$ cat config.mk
export PLATFORM = sky130hd
export DESIGN_NAME = id_ex_stage_flat
export DESIGN_NICKNAME = d
export VERILOG_FILES = /design/src/rtl/id_ex_stage_if.sv /design/src/rtl/id_ex_stage.sv /design/src/flat_wrapper.sv
export SDC_FILE = /design/constraint.sdc
export NUM_CORES = 1
export LEC_CHECK = 0
export BUFFER_PORTS_ARGS = -buffer_cell sky130_fd_sc_hd__buf_2
export CELL_PAD_IN_SITES_DETAIL_PLACEMENT = 1
export CELL_PAD_IN_SITES_GLOBAL_PLACEMENT = 2
export CORE_ASPECT_RATIO = 1.25
export CORE_MARGIN = 5
export CORE_UTILIZATION = 28
export DETAILED_ROUTE_END_ITERATION = 7
export HOLD_SLACK_MARGIN = 0.02
export PLACE_DENSITY = 0.88
export SYNTH_ARGS = -nofsm -noshare
export SYNTH_HDL_FRONTEND = slang
export SYNTH_SLANG_ARGS = --single-unit
$ cat constraint.sdc
create_clock -name clk -period 2.8 [get_ports clk]
set_input_delay 0.42 -clock clk [delete_from_list [all_inputs] [get_ports clk]]
set_output_delay 0.42 -clock clk [all_outputs]
set_load 0.02 [all_outputs]
$ cat src/rtl/id_ex_stage_if.sv
// Signal bundle between ID, the ID/EX stage, the forwarding sources and the ALU.
// master drives ID fields and forwarding results; slave is the stage itself.
interface id_ex_stage_if #(
    parameter int unsigned DATA_WIDTH     = 32,
    parameter int unsigned REG_ADDR_WIDTH = 5
);
    localparam int unsigned OP_W    = 4;
    localparam int unsigned SHAMT_W = 5;

    logic                      id_valid;
    logic [REG_ADDR_WIDTH-1:0] id_rs;
    logic [REG_ADDR_WIDTH-1:0] id_rt;
    logic [REG_ADDR_WIDTH-1:0] id_dest;
    logic                      id_reg_write;
    logic                      id_mem_read;
    logic                      id_mem_write;
    logic                      id_mem_to_reg;
    logic                      id_alu_src;
    logic [OP_W-1:0]           id_alu_op;
    logic [DATA_WIDTH-1:0]     id_rs_data;
    logic [DATA_WIDTH-1:0]     id_rt_data;
    logic [DATA_WIDTH-1:0]     id_imm;
    logic [SHAMT_W-1:0]        id_shamt;

    logic                      mem_reg_write;
    logic [REG_ADDR_WIDTH-1:0] mem_dest;
    logic [DATA_WIDTH-1:0]     mem_result;
    logic                      wb_reg_write;
    logic [REG_ADDR_WIDTH-1:0] wb_dest;
    logic [DATA_WIDTH-1:0]     wb_result;

    logic                      load_use_stall;
    logic                      ex_valid;
    logic [OP_W-1:0]           ex_alu_operation;
    logic [DATA_WIDTH-1:0]     ex_a;
    logic [DATA_WIDTH-1:0]     ex_b;
    logic [SHAMT_W-1:0]        ex_shamt;
    logic [DATA_WIDTH-1:0]     ex_store_data;
    logic [REG_ADDR_WIDTH-1:0] ex_dest;
    logic                      ex_reg_write;
    logic                      ex_mem_read;
    logic                      ex_mem_write;
    logic                      ex_mem_to_reg;

    modport master (
        output id_valid, id_rs, id_rt, id_dest, id_reg_write, id_mem_read,
               id_mem_write, id_mem_to_reg, id_alu_src, id_alu_op,
               id_rs_data, id_rt_data, id_imm, id_shamt,
               mem_reg_write, mem_dest, mem_result,
               wb_reg_write, wb_dest, wb_result,
        input  load_use_stall, ex_valid, ex_alu_operation, ex_a, ex_b,
               ex_shamt, ex_store_data, ex_dest, ex_reg_write, ex_mem_read,
               ex_mem_write, ex_mem_to_reg
    );

    modport slave (
        input  id_valid, id_rs, id_rt, id_dest, id_reg_write, id_mem_read,
               id_mem_write, id_mem_to_reg, id_alu_src, id_alu_op,
               id_rs_data, id_rt_data, id_imm, id_shamt,
               mem_reg_write, mem_dest, mem_result,
               wb_reg_write, wb_dest, wb_result,
        output load_use_stall, ex_valid, ex_alu_operation, ex_a, ex_b,
               ex_shamt, ex_store_data, ex_dest, ex_reg_write, ex_mem_read,
               ex_mem_write, ex_mem_to_reg
    );
endinterface

$ cat src/rtl/id_ex_stage.sv
// ID/EX pipeline register with EX operand forwarding and load-use bubble insertion.
// A bubble is the all-zero register image, so reset, flush and stall share one encoding.
module id_ex_stage #(
    parameter int unsigned DATA_WIDTH     = 32,
    parameter int unsigned REG_ADDR_WIDTH = 5
) (
    input  logic         clk,
    input  logic         reset,
    input  logic         hold,
    input  logic         flush,
    id_ex_stage_if.slave bus
);
    localparam int unsigned OP_W    = 4;
    localparam int unsigned SHAMT_W = 5;

    typedef struct packed {
        logic                      valid;
        logic [REG_ADDR_WIDTH-1:0] rs;
        logic [REG_ADDR_WIDTH-1:0] rt;
        logic [REG_ADDR_WIDTH-1:0] dest;
        logic                      reg_write;
        logic                      mem_read;
        logic                      mem_write;
        logic                      mem_to_reg;
        logic                      alu_src;
        logic [OP_W-1:0]           alu_op;
        logic [DATA_WIDTH-1:0]     rs_data;
        logic [DATA_WIDTH-1:0]     rt_data;
        logic [DATA_WIDTH-1:0]     imm;
        logic [SHAMT_W-1:0]        shamt;
    } stage_t;

    stage_t                q;
    stage_t                id_in;
    logic                  stall_c;
    logic [DATA_WIDTH-1:0] fwd_rs;
    logic [DATA_WIDTH-1:0] fwd_rt;

    always_comb begin
        id_in            = '0;
        id_in.valid      = bus.id_valid;
        id_in.rs         = bus.id_rs;
        id_in.rt         = bus.id_rt;
        id_in.dest       = bus.id_dest;
        id_in.reg_write  = bus.id_reg_write;
        id_in.mem_read   = bus.id_mem_read;
        id_in.mem_write  = bus.id_mem_write;
        id_in.mem_to_reg = bus.id_mem_to_reg;
        id_in.alu_src    = bus.id_alu_src;
        id_in.alu_op     = bus.id_alu_op;
        id_in.rs_data    = bus.id_rs_data;
        id_in.rt_data    = bus.id_rt_data;
        id_in.imm        = bus.id_imm;
        id_in.shamt      = bus.id_shamt;
    end

    // rt is compared even for immediate-form instructions: conservative but simple
    always_comb begin
        stall_c = q.valid && q.mem_read && (q.dest != '0) && bus.id_valid &&
                  ((q.dest == bus.id_rs) || (q.dest == bus.id_rt));
    end

    always_ff @(posedge clk or negedge reset) begin
        if (!reset) begin
            q <= '0;
        end else if (!hold) begin
            if (flush || stall_c) begin
                q <= '0;
            end else begin
                q <= id_in;
            end
        end
    end

    // MEM/WB applied first so a matching EX/MEM result overrides it
    always_comb begin
        fwd_rs = q.rs_data;
        fwd_rt = q.rt_data;
        if (bus.wb_reg_write && (bus.wb_dest == q.rs) && (q.rs != '0)) begin
            fwd_rs = bus.wb_result;
        end
        if (bus.mem_reg_write && (bus.mem_dest == q.rs) && (q.rs != '0)) begin
            fwd_rs = bus.mem_result;
        end
        if (bus.wb_reg_write && (bus.wb_dest == q.rt) && (q.rt != '0)) begin
            fwd_rt = bus.wb_result;
        end
        if (bus.mem_reg_write && (bus.mem_dest == q.rt) && (q.rt != '0)) begin
            fwd_rt = bus.mem_result;
        end
    end

    assign bus.load_use_stall   = stall_c;
    assign bus.ex_valid         = q.valid;
    assign bus.ex_alu_operation = q.alu_op;
    assign bus.ex_a             = fwd_rs;
    assign bus.ex_b             = q.alu_src ? q.imm : fwd_rt;
    assign bus.ex_shamt         = q.shamt;
    assign bus.ex_store_data    = fwd_rt;
    assign bus.ex_dest          = q.dest;
    assign bus.ex_reg_write     = q.reg_write;
    assign bus.ex_mem_read      = q.mem_read;
    assign bus.ex_mem_write     = q.mem_write;
    assign bus.ex_mem_to_reg    = q.mem_to_reg;
endmodule
$ cat src/flat_wrapper.sv
// flat-port wrapper written by rule: the top's interface ports become plain ports
module id_ex_stage_flat 
#(
    parameter int unsigned DATA_WIDTH     = 32,
    parameter int unsigned REG_ADDR_WIDTH = 5
)
  (clk, reset, hold, flush, bus_id_valid, bus_id_rs, bus_id_rt, bus_id_dest, bus_id_reg_write, bus_id_mem_read, bus_id_mem_write, bus_id_mem_to_reg, bus_id_alu_src, bus_id_alu_op, bus_id_rs_data, bus_id_rt_data, bus_id_imm, bus_id_shamt, bus_mem_reg_write, bus_mem_dest, bus_mem_result, bus_wb_reg_write, bus_wb_dest, bus_wb_result, bus_load_use_stall, bus_ex_valid, bus_ex_alu_operation, bus_ex_a, bus_ex_b, bus_ex_shamt, bus_ex_store_data, bus_ex_dest, bus_ex_reg_write, bus_ex_mem_read, bus_ex_mem_write, bus_ex_mem_to_reg);
  id_ex_stage_if #(.DATA_WIDTH(DATA_WIDTH), .REG_ADDR_WIDTH(REG_ADDR_WIDTH)) bus_i ();
  input  logic clk;
  input  logic reset;
  input  logic hold;
  input  logic flush;
  input wire logic [$bits(bus_i.id_valid)-1:0] bus_id_valid;
  input wire logic [$bits(bus_i.id_rs)-1:0] bus_id_rs;
  input wire logic [$bits(bus_i.id_rt)-1:0] bus_id_rt;
  input wire logic [$bits(bus_i.id_dest)-1:0] bus_id_dest;
  input wire logic [$bits(bus_i.id_reg_write)-1:0] bus_id_reg_write;
  input wire logic [$bits(bus_i.id_mem_read)-1:0] bus_id_mem_read;
  input wire logic [$bits(bus_i.id_mem_write)-1:0] bus_id_mem_write;
  input wire logic [$bits(bus_i.id_mem_to_reg)-1:0] bus_id_mem_to_reg;
  input wire logic [$bits(bus_i.id_alu_src)-1:0] bus_id_alu_src;
  input wire logic [$bits(bus_i.id_alu_op)-1:0] bus_id_alu_op;
  input wire logic [$bits(bus_i.id_rs_data)-1:0] bus_id_rs_data;
  input wire logic [$bits(bus_i.id_rt_data)-1:0] bus_id_rt_data;
  input wire logic [$bits(bus_i.id_imm)-1:0] bus_id_imm;
  input wire logic [$bits(bus_i.id_shamt)-1:0] bus_id_shamt;
  input wire logic [$bits(bus_i.mem_reg_write)-1:0] bus_mem_reg_write;
  input wire logic [$bits(bus_i.mem_dest)-1:0] bus_mem_dest;
  input wire logic [$bits(bus_i.mem_result)-1:0] bus_mem_result;
  input wire logic [$bits(bus_i.wb_reg_write)-1:0] bus_wb_reg_write;
  input wire logic [$bits(bus_i.wb_dest)-1:0] bus_wb_dest;
  input wire logic [$bits(bus_i.wb_result)-1:0] bus_wb_result;
  output wire logic [$bits(bus_i.load_use_stall)-1:0] bus_load_use_stall;
  output wire logic [$bits(bus_i.ex_valid)-1:0] bus_ex_valid;
  output wire logic [$bits(bus_i.ex_alu_operation)-1:0] bus_ex_alu_operation;
  output wire logic [$bits(bus_i.ex_a)-1:0] bus_ex_a;
  output wire logic [$bits(bus_i.ex_b)-1:0] bus_ex_b;
  output wire logic [$bits(bus_i.ex_shamt)-1:0] bus_ex_shamt;
  output wire logic [$bits(bus_i.ex_store_data)-1:0] bus_ex_store_data;
  output wire logic [$bits(bus_i.ex_dest)-1:0] bus_ex_dest;
  output wire logic [$bits(bus_i.ex_reg_write)-1:0] bus_ex_reg_write;
  output wire logic [$bits(bus_i.ex_mem_read)-1:0] bus_ex_mem_read;
  output wire logic [$bits(bus_i.ex_mem_write)-1:0] bus_ex_mem_write;
  output wire logic [$bits(bus_i.ex_mem_to_reg)-1:0] bus_ex_mem_to_reg;
  assign bus_i.id_valid = bus_id_valid;
  assign bus_i.id_rs = bus_id_rs;
  assign bus_i.id_rt = bus_id_rt;
  assign bus_i.id_dest = bus_id_dest;
  assign bus_i.id_reg_write = bus_id_reg_write;
  assign bus_i.id_mem_read = bus_id_mem_read;
  assign bus_i.id_mem_write = bus_id_mem_write;
  assign bus_i.id_mem_to_reg = bus_id_mem_to_reg;
  assign bus_i.id_alu_src = bus_id_alu_src;
  assign bus_i.id_alu_op = bus_id_alu_op;
  assign bus_i.id_rs_data = bus_id_rs_data;
  assign bus_i.id_rt_data = bus_id_rt_data;
  assign bus_i.id_imm = bus_id_imm;
  assign bus_i.id_shamt = bus_id_shamt;
  assign bus_i.mem_reg_write = bus_mem_reg_write;
  assign bus_i.mem_dest = bus_mem_dest;
  assign bus_i.mem_result = bus_mem_result;
  assign bus_i.wb_reg_write = bus_wb_reg_write;
  assign bus_i.wb_dest = bus_wb_dest;
  assign bus_i.wb_result = bus_wb_result;
  assign bus_load_use_stall = bus_i.load_use_stall;
  assign bus_ex_valid = bus_i.ex_valid;
  assign bus_ex_alu_operation = bus_i.ex_alu_operation;
  assign bus_ex_a = bus_i.ex_a;
  assign bus_ex_b = bus_i.ex_b;
  assign bus_ex_shamt = bus_i.ex_shamt;
  assign bus_ex_store_data = bus_i.ex_store_data;
  assign bus_ex_dest = bus_i.ex_dest;
  assign bus_ex_reg_write = bus_i.ex_reg_write;
  assign bus_ex_mem_read = bus_i.ex_mem_read;
  assign bus_ex_mem_write = bus_i.ex_mem_write;
  assign bus_ex_mem_to_reg = bus_i.ex_mem_to_reg;
  id_ex_stage #(.DATA_WIDTH(DATA_WIDTH), .REG_ADDR_WIDTH(REG_ADDR_WIDTH)) u_core (.clk(clk), .reset(reset), .hold(hold), .flush(flush), .bus(bus_i));
endmodule
# Word level (Yosys, flattened, before mapping)
# Index checks and enable logic that the tools add are counted.
[word_totals]
out_inout_bits = 116
inputBits = 206
reg_bits = 126
wordCells = 43
[classes]
mux = 6
eq_ne = 6
reduce_logical = 17
[ops]
columns = ["cell", "n"]
rows = [
  ["two-way mux 32 bit", 5],
  ["two-way mux 126 bit", 1],
  ["== test 5 bit", 6],
  ["nonzero test 5 bit", 3],
  ["logical AND 1 bit", 12],
  ["logical OR 1 bit", 2],
]

# Longest topological paths before layout
# Gate-level depths: netlist of the first run.
[depth]
depth_word = 6
mapped_depth = 7
ltp_nobuf = 5

# Worst setup path before layout of the first run
# No wires, ideal clock.
[synth_timing]
kind = "register -> output"
start = "reg u_core.q[116] (netlist name)"
end = "out bus_ex_b[10]"
stages_incl_launch_ff = 7
slack_ps = 90
t_required_ps = 2380
n_path_buf = 1
arrival_time_ps = 2290
cell_sequence = "dfrtp_1 > or4_4 > nor2_1 > buf_2 > o31ai_1 > a31oi_1 > mux2_2"
[synth_between]
elab_chain_len = 6
word_cells_on_any_way = 10
cone_classes = "eq/ne: 2; mux: 3; reduce/logical: 5"
[synth_rtl]
columns = ["item", "line_no", "source"]
rows = [
  ["from (decl)", "id_ex_stage.sv:33", "stage_t q;"],
  ["from (signal assigned)", "id_ex_stage.sv:70", "q <= id_in;"],
  ["== test 5 bit", "id_ex_stage.sv:85", "if (bus.wb_reg_write && (bus.wb_dest == q.rt) && (q.rt != '0)) begin"],
  ["logical AND 1 bit (2 in a row)", "id_ex_stage.sv:85", ""],
  ["two-way mux 32 bit", "id_ex_stage.sv:85", ""],
  ["two-way mux 32 bit *", "id_ex_stage.sv:88", "if (bus.mem_reg_write && (bus.mem_dest == q.rt) && (q.rt != '0)) begin"],
  ["via bus_ex_store_data[10]", "flat_wrapper.sv:39", "output wire logic [$bits(bus_i.ex_store_data)-1:0] bus_ex_store_data;"],
  ["two-way mux 32 bit *", "id_ex_stage.sv:97", "assign bus.ex_b = q.alu_src ? q.imm : fwd_rt;"],
  ["to (decl)", "flat_wrapper.sv:37", "output wire logic [$bits(bus_i.ex_b)-1:0] bus_ex_b;"],
]
# Mark *: on every way through the listed nets, which the timed path passes. The rest lies on a longest branch.

# Worst setup path in the final report of the first run
[layout_timing]
start = "reg u_core.q[118] (netlist name)"
end = "out bus_ex_b[1]"
[layout_between]
elab_chain_len = 6
word_cells_on_any_way = 10
cone_classes = "eq/ne: 2; mux: 3; reduce/logical: 5"
[layout_rtl]
columns = ["item", "line_no"]
rows = [
  ["== test 5 bit", "id_ex_stage.sv:85"],
  ["logical AND 1 bit (2 in a row)", "id_ex_stage.sv:85"],
  ["two-way mux 32 bit", "id_ex_stage.sv:85"],
  ["two-way mux 32 bit *", "id_ex_stage.sv:88"],
  ["two-way mux 32 bit *", "id_ex_stage.sv:97"],
]
# Every way passes the cells marked *; elsewhere a longest branch is shown, timed or not.

==> impl_metrics.tcl, run 1 <==
set metrics [dict create \
    synth_largest_area_cell "dfrtp_1" \
    rsz_0062_raised_after_global_routing "yes" \
    cts_max_level 4 \
    period_minus_slack_ps 3030 \
    fin_ws_ps -233 \
    count_of_nets_left_with_antenna_violations_after_detail_routing 0 \
    hold_viol 0 \
    total_number_of_yosys_warnings 0 \
    max_cap_viol_count 0 \
    register_area_sq_um 3160 \
    synth_cell_type_count 32 \
    worst_skew_pair.late_latency_ps 430 \
    synthDominantCellAreaShare_pct 40.2 \
    postSynthCellCount 825 \
    max_ffs_per_register 107 \
    initial_utilization_pct 28.4 \
    grt_pass1_vias 8790 \
    setup_viol 88 \
    final-instance-count-excl-fill 1516 \
    finalWirelength_um 36800 \
    crit_path_max_fanout 5 \
    mappedNetlistNets 1031 \
    timing.critical_path.slowest_cell_delay_ps 580 \
    multiInputGateArea_sq_um 5130 \
    initialDrtViolationCount 492 \
    die_x_um 160 \
    critical_path.endpoint_type "output port" \
    io-pin-count 322 \
    gr-total-overflow 0 \
    worst_hold_margin_ps 327 \
    run_status "finished with violations" \
    synth_edf_count 0 \
    tritoncts_clock_tree "built" \
    globalRouteTotalUtil_pct 21.5 \
    p_leak_nw 5.57 \
    route.detailed.drc 0 \
    synth_seq_area_share_pct 40.2 \
    finalInstanceArea_sq_um 12400 \
    syn2layout_area_growth_pct 57.7 \
    timing.max_slew.rel_slack_pct 57.8 \
    grt_start_max_net_pins 93 \
    power_dens_cells_nw_per_um2 515 \
    first_pass_grt_wire_length_um 53000 \
    ctsRootBufferMaster "clkbuf_16" \
    dieArea_sq_um 31500 \
    highest_clock_frequency_the_design_can_meet_ghz 0.330 \
    coreArea_sq_um 27700 \
    die_h_um 197 \
    critical_path_class "flop to output port" \
    worst_path_dominant_cell_family "simple AND/OR/NAND/NOR gates" \
    irDropWorstVdd_uv 296 \
    ratio_of_cells_with_drive_above_1_in_the_final_layout_pct 51.6 \
    timing_worst_slew_pin_value_ps 633 \
    postSynthAreaPerCell_sq_um 9.52 \
    dr.pass1.iters 5 \
    final_nets 1350 \
    numPortBuffers 321 \
    cp.buffers_inverters 4 \
    std_cell_rows 68 \
    synth.cell_area_sq_um 7850 \
    globalplace.congestion 0.793 \
    antenna_violations_before_repair 7 \
    slowest_library_cell_on_the_worst_path "or4_4" \
    cts_buffers 17 \
    worstSetupStartpointType "flop" \
    critPathArrivalTime_ps 2610 \
    vias_per_cell 5.45 \
    cts_clock_pin_slew_for_the_worst_setup_and_hold_paths_ps 60 \
    synthTopCellsByArea "dfrtp_1 (40%), a22o_1 (14%), nor2b_1 (10%), mux2_2 (4.4%), mux2i_1 (4.1%)" \
    finalClockSkew_ps 8.28 \
    synth_top_flop_cell "dfrtp_1" \
    worstHoldPathType "input port to flop" \
    final.fill_count 3114 \
    hpwl_um 24200 \
    clock_path_buffers 2 \
    crit_chain "or4_4 > buf_6 > nor2_4 > buf_12 > clkbuf_16 > o31ai_1 > a31oi_4 > mux2_4 > buf_6" \
    most-common-layout-cells "buf_2 (246), nor2b_1 (126), a22o_1 (126), dfrtp_1 (121), buf_6 (63)" \
    worst_path_most_repeated_cell "buf_6" \
    final.period_utilization_pct 108 \
    dr_total_vias 8269 \
    routed_wire_length_per_instance_um 24.3 \
    number_of_max_slew_violations_in_the_final_report 0 \
    minimum_setup_slack_after_placement_ps 165 \
    layout_commonest_cell "buf_2" \
    failed_checks "negative setup slack" \
    place.detailed.instances 1439 \
    postPlaceCellArea_sq_um 10000 \
    clock_sink_count 126 \
    largest_register "u_core.q" \
    crit_required_ps 2380 \
    asyncSetResetFlopFracSynth_pct 100 \
    synth.ff_latch_count 126 \
]
[final timing paths]
kind | to | slack (ps) | depth (start not counted) | start
max | bus_ex_b[1] | -230 | 9 | u_core.q[118]
min | u_core.q[7] | 330 | 3 | bus_id_imm[2]
max reg2reg | u_core.q[50] | 1040 | 6 | u_core.bus.ex_dest[4]
min reg2reg | u_core.q[20] | 500 | 1 | u_core.q[20]
max in group asynchronous | u_core.q[115] | 1560 | 3 | reset
min in group asynchronous | u_core.bus.ex_mem_write | 490 | 2 | reset
[per-stage QoR]
stage / setup TNS (ps) / utilization, % / total power [mW]
after CTS: -10950 / 41.4 / 6.21
after global routing: -17180 / 44.8 / 6.64
after floorplan: 0 / - / 2.94
after detailed placement: 0 / 36.2 / 3.61
final: -9540 / 44.8 / 6.38
after global placement: 0 / 36.2 / 3.58
[cells by family (layout without fill, tap and decap cells)]
group	count (synthesis)	after routing	share of synthesized area (%)
and+or+nand+nor	278	278	20.0
AOI/OAI and AO/OA	227	227	22.2
DFF	126	126	40.2
buffers and inverters	101	433	5.75
muxes	63	63	8.53
xor gates and xnor gates	30	30	3.35
other	0	9	0
[layout make-up]
cell class	count	share of cell area, %
timing repair buffer	401	24.4
multi-input combinational	598	41.4
sequential	126	25.5
clock inverter	11	1.33
tap	350	3.54
antenna	9	0.182
clock buffer	21	3.64
[timing repair]
item                       in CTS  in global routing
hold buffers                    1                  0
buffers inserted               16                 16
setup endpoints to repair      92                 96
hold endpoints to repair       42                  0
gates cloned                    5                  9
resized for setup             173                185
pin swaps                      17                 32
[cell usage after synthesis (2+ instances only)]
cell      number
buf_2         13
nand2_1       36
a22o_1       126
and3_1        31
buf_4         15
nor2b_1      126
mux2i_1       32
clkbuf_1      65
o21ai_0       32
nor3_1        33
o31ai_1       32
dfrtp_1      126
xor2_1         4
nor2_1         6
buf_1          8
a21oi_1        2
xnor2_1       26
nand4_1        4
nand3_1       34
a31oi_1       31
nor4_2         2
mux2_2        31
[worst register-to-register path, delay by kind of cell, from the launching register on]
kind | cells | cell delay [ps]
AOI/OAI and AO/OA | 3 | 690
and+or+nand+nor | 1 | 110
xor gates and xnor gates | 1 | 200
DFF | 1 | 440
buffers and inverters | 1 | 190
[routing by layer]
layer | vias to the layer above | track usage (%) | wire length, um
met5 | - | 0 | 0
met4 | 0 | 8.45 | 1150
met3 | 66 | 4.91 | 1870
met2 | 307 | 38.0 | 19100
met1 | 4211 | 25.4 | 14700
li1 | 3685 | - | -
[report_power, final]
| group | switching [mW] | internal [mW] | leakage, nW |
|---|---|---|---|
| Combinational | 1.01 | 0.874 | 3.63 |
| Sequential | 0.123 | 1.96 | 1.63 |
| Clock | 0.891 | 1.51 | 0.301 |
Power figures use the tool's default switching activity.
==> run 2, diff against run 1 <==
CELL_PAD_IN_SITES_GLOBAL_PLACEMENT = 1   (was 2)
CORE_UTILIZATION = 36   (was 28)
GPL_TIMING_DRIVEN = 0   (was default)
PLACE_DENSITY = 0.89   (was 0.88)
==> impl_metrics.tcl, run 2 (same netlist as run 1, synthesis figures left out) <==
set metrics [dict create \
    io-pin-count 322 \
    max_cap_viol_count 0 \
    crit_required_ps 2380 \
    fin_ws_ps -432 \
    dr.pass1.iters 5 \
    vias_per_cell 5.95 \
    critical_path.endpoint_type "output port" \
    worst_hold_path.num_cells 3 \
    run_status "finished with violations" \
    critPathArrivalTime_ps 2810 \
    ratio_of_cells_with_drive_above_1_in_the_final_layout_pct 51.3 \
    syn2layout_area_growth_pct 62.1 \
    worst_skew_pair.late_latency_ps 430 \
    std_cell_rows 60 \
    first_pass_grt_wire_length_um 57000 \
    clock_sink_count 126 \
    hold_viol 0 \
    final_nets 1414 \
    routed_wire_length_per_instance_um 28.4 \
    worst_r2r_path_depth 7 \
    die_x_um 142 \
    design_power_total_mw 6.55 \
    dr_total_vias 8988 \
    timing_worst_slew_pin_value_ps 892 \
    ctsRootBufferMaster "clkbuf_16" \
    number_of_max_slew_violations_in_the_final_report 0 \
    failed_checks "negative setup slack" \
    max_ffs_per_register 107 \
    routed-wl-met3_um 2610 \
    crit_path_max_fanout 10 \
    worst_hold_margin_ps 334 \
    cts_buffers 17 \
    critical_path_class "flop to output port" \
    rsz_0062_raised_after_global_routing "yes" \
    grt_pass1_vias 9667 \
    count_of_nets_left_with_antenna_violations_after_detail_routing 0 \
    coreArea_sq_um 21500 \
    finalClockSkew_ps 15.4 \
    grt_start_max_net_pins 72 \
    layout_commonest_cell "buf_2" \
    numPortBuffers 320 \
    cts_clock_pin_slew_for_the_worst_setup_and_hold_paths_ps 70 \
    cts_max_level 4 \
    setup_viol 94 \
    most-common-layout-cells "buf_2 (256), nor2b_1 (126), a22o_1 (126), dfrtp_1 (122), buf_4 (72)" \
    antenna_violations_before_repair 11 \
    minimum_setup_slack_after_placement_ps -508 \
    worstSetupStartpointType "flop" \
    p_leak_nw 5.78 \
    largest_register "u_core.q" \
    globalRouteTotalUtil_pct 29.7 \
    hpwl_um 26400 \
    globalplace.congestion 0.845 \
    route.detailed.drc 0 \
    period_minus_slack_ps 3230 \
    drt-met1-wl_um 15800 \
    dieArea_sq_um 24900 \
    timing.max_slew.rel_slack_pct 40.5 \
    initialDrtViolationCount 514 \
    tritoncts_clock_tree "built" \
    power_dens_cells_nw_per_um2 514 \
    initial_utilization_pct 36.4 \
    detailroute.wirelength.met2_um 22200 \
    worstHoldPathType "input port to flop" \
    finalWirelength_um 42800 \
    highest_clock_frequency_the_design_can_meet_ghz 0.309 \
    irDropWorstVdd_uv 389 \
    gr-total-overflow 0 \
    final.period_utilization_pct 115 \
    top_layer "met5" \
    clock_path_buffers 2 \
    die_h_um 175 \
]
[run 2: changes by cell type in the layout (fill, tap and decap cells not counted), sizes merged]
| cell | previous run | this run |
|---|---|---|
| buf | 394 | 405 |
| bufinv | 4 | 3 |
| clkbuf | 27 | 79 |
| clkinv | 6 | 2 |
| clkinvlp | 1 | 3 |
| diode | 9 | 10 |
| inv | 0 | 4 |
[run 2: through the flow]
stage / TNS, ps / instance area, sq um / std cells / utilization (%)
global route: -24560 / 12700 / 1509 / 59.1
CTS: -16720 / 11500 / 1491 / 53.5
global placement: -97230 / 9800 / 1424 / 45.5
finish: -19060 / 12700 / 1510 / 59.1
floorplan: 0 / 7850 / 825 / -
detailed placement: -41760 / 9840 / 1425 / 45.7
[run 2: layout make-up]
type | instances | area [sq um]
multi-input cells | 598 | 5410
clock inverters | 12 | 158
plain buffers | 95 | 642
flip-flops and latches | 126 | 3160
well taps | 279 | 349
repair buffers | 370 | 2540
fillers | 2397 | 8820
clock buffers | 20 | 457
diodes | 10 | 25.0
[run 2: worst paths after layout]
kind,start,end,slack [ps]
worst min register to register,u_core.q[28],u_core.q[28],500
worst min-delay path,bus_id_alu_op[2],u_core.bus.ex_alu_operation[2],330
min in group asynchronous,reset,u_core.q[29],540
worst max register to register,u_core.bus.ex_dest[3],u_core.q[7],140
max in group asynchronous,reset,u_core.q[115],1460
worst max-delay path,u_core.q[118],bus_ex_b[5],-430
[run 2: worst max-delay path: stages (launching register included)]
cell      delay (ps)
dfrtp_1          430
buf_4            160
xnor2_1          270
nand4_1          160
buf_4            190
clkbuf_4         270
o31ai_4          310
a31oi_4          150
mux2_4           310
buf_6            130
[run 2: metal layers]
| layer | vias up | global-route usage [%] |
|---|---|---|
| met4 | 4 | 14.9 |
| li1 | 3798 | - |
| met5 | - | 0 |
| met1 | 4529 | 33.8 |
| met3 | 154 | 5.50 |
| met2 | 503 | 52.7 |
[run 2: power by group]
part,switching [mW],internal [mW]
sequential,0.133,1.96
clock,0.976,1.46
combinational,1.13,0.881
[run 2: timing repair]
item                                    CTS  global route
cloned                                    3             7
endpoints found under the hold margin    55             0
setup buffers                            34             8
hold buffers                              1             0
endpoints found under the setup margin  136           127
gates resized for setup                 231           254
pin swaps                                16            35
